## config.mk

```make
export PLATFORM = sky130hd
export DESIGN_NAME = platform_spawn_scheduler
export DESIGN_NICKNAME = d
export VERILOG_FILES = /design/src/rtl/platform_spawn_scheduler.sv
export SDC_FILE = /design/constraint.sdc
export NUM_CORES = 1
export LEC_CHECK = 0
export BUFFER_PORTS_ARGS = -buffer_cell sky130_fd_sc_hd__buf_2
export CAP_MARGIN = 5
export CORE_ASPECT_RATIO = 1.5
export CORE_UTILIZATION = 55
export DETAILED_ROUTE_END_ITERATION = 6
export PLACE_DENSITY = 0.94
export SYNTH_ARGS = -nofsm -noshare
export SYNTH_HDL_FRONTEND = slang
export SYNTH_SLANG_ARGS = --single-unit
```

## constraint.sdc

```tcl
create_clock -name i_clk -period 3.4 [get_ports i_clk]
set_input_delay 0.34 -clock i_clk [delete_from_list [all_inputs] [get_ports i_clk]]
set_output_delay 0.34 -clock i_clk [all_outputs]
set_load 0.02 [all_outputs]
```

## src/rtl/platform_spawn_scheduler.sv

```systemverilog
// Platform spawn scheduler: walks the level record table one record at a time,
// holds each record until game time reaches its launch time, then hands it to
// the lowest-index free platform slot.
module platform_spawn_scheduler #(
  parameter int unsigned ADDR_WIDTH    = 10,
  parameter int unsigned MAXIMUM_TIMES = 30,
  parameter int unsigned NUM_SLOTS     = 4
) (
  input  logic                     i_clk,
  input  logic                     i_reset,
  input  logic                     i_start,
  input  logic                     i_abort,
  input  logic [MAXIMUM_TIMES-1:0] i_current_time,
  output logic [ADDR_WIDTH-1:0]    o_rom_addr,
  output logic                     o_rec_sync,
  input  logic                     i_rec_ready,
  input  logic [MAXIMUM_TIMES-1:0] i_rec_time,
  input  logic [9:0]               i_rec_w,
  output logic                     o_rec_ack,
  input  logic [NUM_SLOTS-1:0]     i_slot_active,
  output logic [NUM_SLOTS-1:0]     o_slot_load,
  output logic                     o_slots_full,
  output logic                     o_level_done
);

  typedef enum logic [2:0] {
    StIdle,
    StFetch,
    StCheck,
    StWaitTime,
    StAlloc,
    StAdvance,
    StDone
  } state_e;

  state_e                   r_state;
  logic [ADDR_WIDTH-1:0]    r_rom_addr;
  logic                     r_rec_sync;
  logic                     r_rec_ack;
  logic [NUM_SLOTS-1:0]     r_slot_load;
  logic                     r_slots_full;
  logic                     r_level_done;
  logic [MAXIMUM_TIMES-1:0] r_launch_time;
  logic                     r_is_term;

  state_e                   w_state;
  logic [ADDR_WIDTH-1:0]    w_rom_addr;
  logic                     w_rec_sync;
  logic                     w_rec_ack;
  logic [NUM_SLOTS-1:0]     w_slot_load;
  logic                     w_slots_full;
  logic                     w_level_done;
  logic [MAXIMUM_TIMES-1:0] w_launch_time;
  logic                     w_is_term;

  logic [NUM_SLOTS-1:0]     w_free;
  logic [NUM_SLOTS-1:0]     w_pick;
  logic                     w_found;
  logic                     w_last_addr;
  logic                     w_due;

  // Lowest-index free slot as a one-hot mask (zero when every slot is busy).
  always_comb begin
    w_free  = ~i_slot_active;
    w_pick  = '0;
    w_found = 1'b0;
    for (int i = 0; i < NUM_SLOTS; i++) begin
      if (w_free[i] && !w_found) begin
        w_pick[i] = 1'b1;
        w_found   = 1'b1;
      end
    end
  end

  // Table end and launch-time comparisons; the table never wraps.
  always_comb begin
    w_last_addr = (r_rom_addr == {ADDR_WIDTH{1'b1}});
    w_due       = (i_current_time >= r_launch_time);
  end

  // Next-state and next-output logic; abort overrides everything, including start.
  always_comb begin
    w_state       = r_state;
    w_rom_addr    = r_rom_addr;
    w_rec_sync    = r_rec_sync;
    w_rec_ack     = 1'b0;
    w_slot_load   = '0;
    w_slots_full  = r_slots_full;
    w_level_done  = r_level_done;
    w_launch_time = r_launch_time;
    w_is_term     = r_is_term;

    if (i_abort) begin
      w_state      = StIdle;
      w_rom_addr   = '0;
      w_rec_sync   = 1'b1;
      w_slots_full = 1'b0;
      w_level_done = 1'b0;
    end else begin
      unique case (r_state)
        StIdle, StDone: begin
          if (i_start) begin
            w_state      = StFetch;
            w_rom_addr   = '0;
            w_rec_sync   = 1'b0;
            w_level_done = 1'b0;
          end
        end
        StFetch: begin
          if (i_rec_ready) begin
            w_launch_time = i_rec_time;
            w_is_term     = (i_rec_w == 10'd0);
            w_rec_sync    = 1'b1;
            w_state       = StCheck;
          end
        end
        StCheck: begin
          if (r_is_term) begin
            w_state      = StDone;
            w_level_done = 1'b1;
          end else begin
            w_state = StWaitTime;
          end
        end
        StWaitTime: begin
          if (w_due) w_state = StAlloc;
        end
        StAlloc: begin
          // Decision uses this cycle's sampled busy flags; no re-check afterwards.
          if (w_found) begin
            w_slot_load  = w_pick;
            w_rec_ack    = 1'b1;
            w_slots_full = 1'b0;
            w_state      = StAdvance;
          end else begin
            w_slots_full = 1'b1;
          end
        end
        StAdvance: begin
          if (w_last_addr) begin
            w_state      = StDone;
            w_level_done = 1'b1;
          end else begin
            w_rom_addr = r_rom_addr + 1'b1;
            w_rec_sync = 1'b0;
            w_state    = StFetch;
          end
        end
        default: begin
          w_state    = StIdle;
          w_rom_addr = '0;
          w_rec_sync = 1'b1;
        end
      endcase
    end
  end

  // State and registered outputs.
  always_ff @(posedge i_clk or posedge i_reset) begin
    if (i_reset) begin
      r_state       <= StIdle;
      r_rom_addr    <= '0;
      r_rec_sync    <= 1'b1;
      r_rec_ack     <= 1'b0;
      r_slot_load   <= '0;
      r_slots_full  <= 1'b0;
      r_level_done  <= 1'b0;
      r_launch_time <= '0;
      r_is_term     <= 1'b0;
    end else begin
      r_state       <= w_state;
      r_rom_addr    <= w_rom_addr;
      r_rec_sync    <= w_rec_sync;
      r_rec_ack     <= w_rec_ack;
      r_slot_load   <= w_slot_load;
      r_slots_full  <= w_slots_full;
      r_level_done  <= w_level_done;
      r_launch_time <= w_launch_time;
      r_is_term     <= w_is_term;
    end
  end

  assign o_rom_addr   = r_rom_addr;
  assign o_rec_sync   = r_rec_sync;
  assign o_rec_ack    = r_rec_ack;
  assign o_slot_load  = r_slot_load;
  assign o_slots_full = r_slots_full;
  assign o_level_done = r_level_done;

endmodule

```

==> metrics.md <==
| Metric | Value |
|---|---|
| Die Ht | 93.9 µm |
| # port buffers | 96 |
| H-Tree Depth | 2 |
| Mapped Avg Cell Area | 9.85 µm² |
| Ant diodes | 0 |
| # placed instances | 473 |
| Worst Slack Setup Final | 1.22 ns |
| Vias per inst | 5.71 |
| Tmin final | 2.18 ns |
| Routed vias | 2747 |
| Std cell rows | 33 |
| Post-synth top area share | 0.412 |
| Resized cells post-CTS | 0 |
| Worst hold path type | in2reg |
| Clock root buffer | clkbuf_8 |
| Pwr/cell area | 622 nW/µm² |
| Layout cells sized above 1 | 0.341 |
| Post-Syn Area | 3090 µm² |
| Routability Congestion | 0.873 |
| Post-Syn Instances | 314 |
| CP Max Fanout | 7 |
| DR iter-0 viols | 196 |
| CTS clock-pin slew for the worst setup and hold paths | 0.09 ns |
| Seq cells post-synth | 52 |
| Area Overhead vs Synth | 20.3% |
| Antenna-violating nets left | 0 |
| Final Setup Violations | 0 |
| Post-placement setup slack | 1.21 ns |
| Type of origin of the critical path | flip-flop |
| Crit Path Class | reg2reg |
| Routed WL | 6.86 mm |
| Number of global-route vias before repair | 2936 |
| Die W | 63.2 µm |
| CTS tree | built |
| Most numerous cell in the Yosys netlist | dfrtp_1 |
| Largest area contributor in the synthesized netlist | dfrtp_1 |
| First-pass iteration count of the detailed router | 5 |
| Setup TNS | 0 ns |
| Status | complete, no violations |
| CP required | 3.60 ns |
| First-pass GRT wire length | 11.7 mm |
| Fmax | 0.458 GHz |
| Part of the Yosys area used for sequential elements | 0.421 |
| Area of the multi-input gates | 1610 µm² |
| Endpoints failing hold | 0 |
| Post-CTS Setup Bufs | 0 |
| Core area | 5450 µm² |
| Sequential cell area | 1300 µm² |
| Critical path capture point type | flip-flop |
| DP HPWL | 5.41 mm |
| CTS Buffer Depth | 2 |
| Clk_skew | 0.00291 ns |
| Final Cycle Share | 0.642 |
| Core Util, Final | 0.683 |
| Max-slew headroom | 0.274 |
| Final-stage net count | 520 |
| Top Ports | 97 |
| Slew at the pin closest to its max-slew limit | 1.09 ns |
| Gr ovfl total | 0 |
| VDD IR max | 0.000356 V |
| Die area | 5940 µm² |
| Leakage | 0.00192 µW |
| Slew Viols, Final | 0 |
| Yosys warns | 0 |
| Cell Count, Final, Fillers Out | 481 |
| Synth cell types | 48 |
| GRT Util Overall | 0.249 |
| Max Cap Violations | 0 |
| Filler Cells Inserted | 440 |
| CP arrival | 2.39 ns |
| Total CTS buffers | 5 |
| Largest net degree at the start of global routing | 53 |
| Syn_nets | 424 |
| Unrepaired setup endpoints after global routing | false |
| Clk_lat worst skew | 0.29 ns |
| DRC | 0 |
| Commonest cells in the netlist | dfrtp_1 (51), inv_1 (37), ha_1 (31), mux2_2 (28), nor2_1 (25) |
| Initial Util | 0.568 |
| Number of clock sinks | 52 |
| Drt wl/cell | 14.3 µm |
| Initial antenna violation count | 0 |
| Hold-fix buffers at CTS | 0 |
| Fraction of registers with async set/reset | 1.00 |
| Prevailing post-synth register cell | dfrtp_1 |
| Number of synthesized flops with an enable pin | 0 |
| Top cells by area, synth | dfrtp_1 (41%), ha_1 (13%), mux2_2 (10%), inv_1 (4.5%), a21oi_1 (3.1%) |
==> sequential cells by signal (all words and copies together) (netlist names) <==
name and count:
r_launch_time 30, o_rom_addr 10, o_slot_load 4, r_state 3, o_level_done 1, o_rec_ack 1
o_rec_sync 1, o_slots_full 1, r_is_term 1
==> routing by layer <==
layer | up-vias | wire length (µm) | track usage
li1 | 1302 | - | -
met1 | 1301 | 2490 | 0.233
met2 | 117 | 3800 | 0.509
met3 | 27 | 363 | 0.0400
met4 | 0 | 210 | 0.110
met5 | - | 0 | 0
==> power breakdown <==
part	total (µW)	internal [µW]	switching, µW
sequential	965	825	141
clock	362	167	195
combinational	987	482	504
total	2310	1470	841
==> worst paths after layout <==
kind | startpoint | endpoint | slack (ns) | cells after the start
max in group asynchronous | i_reset | r_launch_time[5]$_DFFE_PP0P_ | 2.42 | 2
min | i_slot_active[3] | o_slot_load[3]$_DFF_PP0_ | 0.21 | 2
max | o_rom_addr[0]$_DFFE_PP0P_ | o_rom_addr[4]$_DFFE_PP0P_ | 1.22 | 7
max reg2reg | o_rom_addr[0]$_DFFE_PP0P_ | o_rom_addr[4]$_DFFE_PP0P_ | 1.22 | 7
min reg2reg | r_launch_time[8]$_DFFE_PP0P_ | r_launch_time[8]$_DFFE_PP0P_ | 0.50 | 1
min in group asynchronous | i_reset | r_launch_time[7]$_DFFE_PP0P_ | 0.30 | 2
==> per-stage QoR <==
step	area (µm²)	hold WS, ns	power (µW)
2_1_floorplan	3090	0.405	1710
3_3_place_gp	3630	0.476	1890
3_5_place_dp	3630	0.485	1970
4_1_cts	3720	0.205	2330
5_1_grt	3720	0.204	2520
6_report	3720	0.212	2310
==> critical path: stages, from the launching register on <==
cell      delay [ns]
dfrtp_1         0.42
ha_1            0.25
nand3_2         0.13
nor4_4          0.46
o22ai_2         0.17
a221oi_4        0.45
o21ai_1         0.13
o31ai_1         0.08
==> final cells by class <==
class	count	area share
Timing Repair Buffer	97	0.131
Inverter	38	0.0383
Sequential cell	52	0.350
Multi-Input combinational cell	216	0.433
Clock buffer	8	0.0242
Tap cell	70	0.0235
==> cells by family after synthesis <==
kind of cell / synth area share
flops: 0.421
simple gates: 0.141
buf+inv: 0.0582
fa+ha+maj: 0.125
mux: 0.109
compound gates: 0.145
==> cells in the final DEF (no fill, tap or decap), types with 4 or more instances in the layout <==
master | Yosys | layout
nor2_1 | 25 | 25
o21ai_1 | 6 | 6
a21oi_1 | 19 | 19
inv_1 | 37 | 36
nor2b_1 | 4 | 4
clkbuf_8 | 0 | 6
mux2_2 | 28 | 28
nand2_1 | 22 | 22
nor3_1 | 4 | 4
ha_1 | 31 | 31
buf_2 | 5 | 96
o21ai_0 | 13 | 13
nand4_1 | 5 | 5
nor4_1 | 7 | 7
a31oi_1 | 4 | 4
dfrtp_1 | 51 | 51
nand3_1 | 9 | 9
No activity file was read; power rests on OpenSTA's default activity.
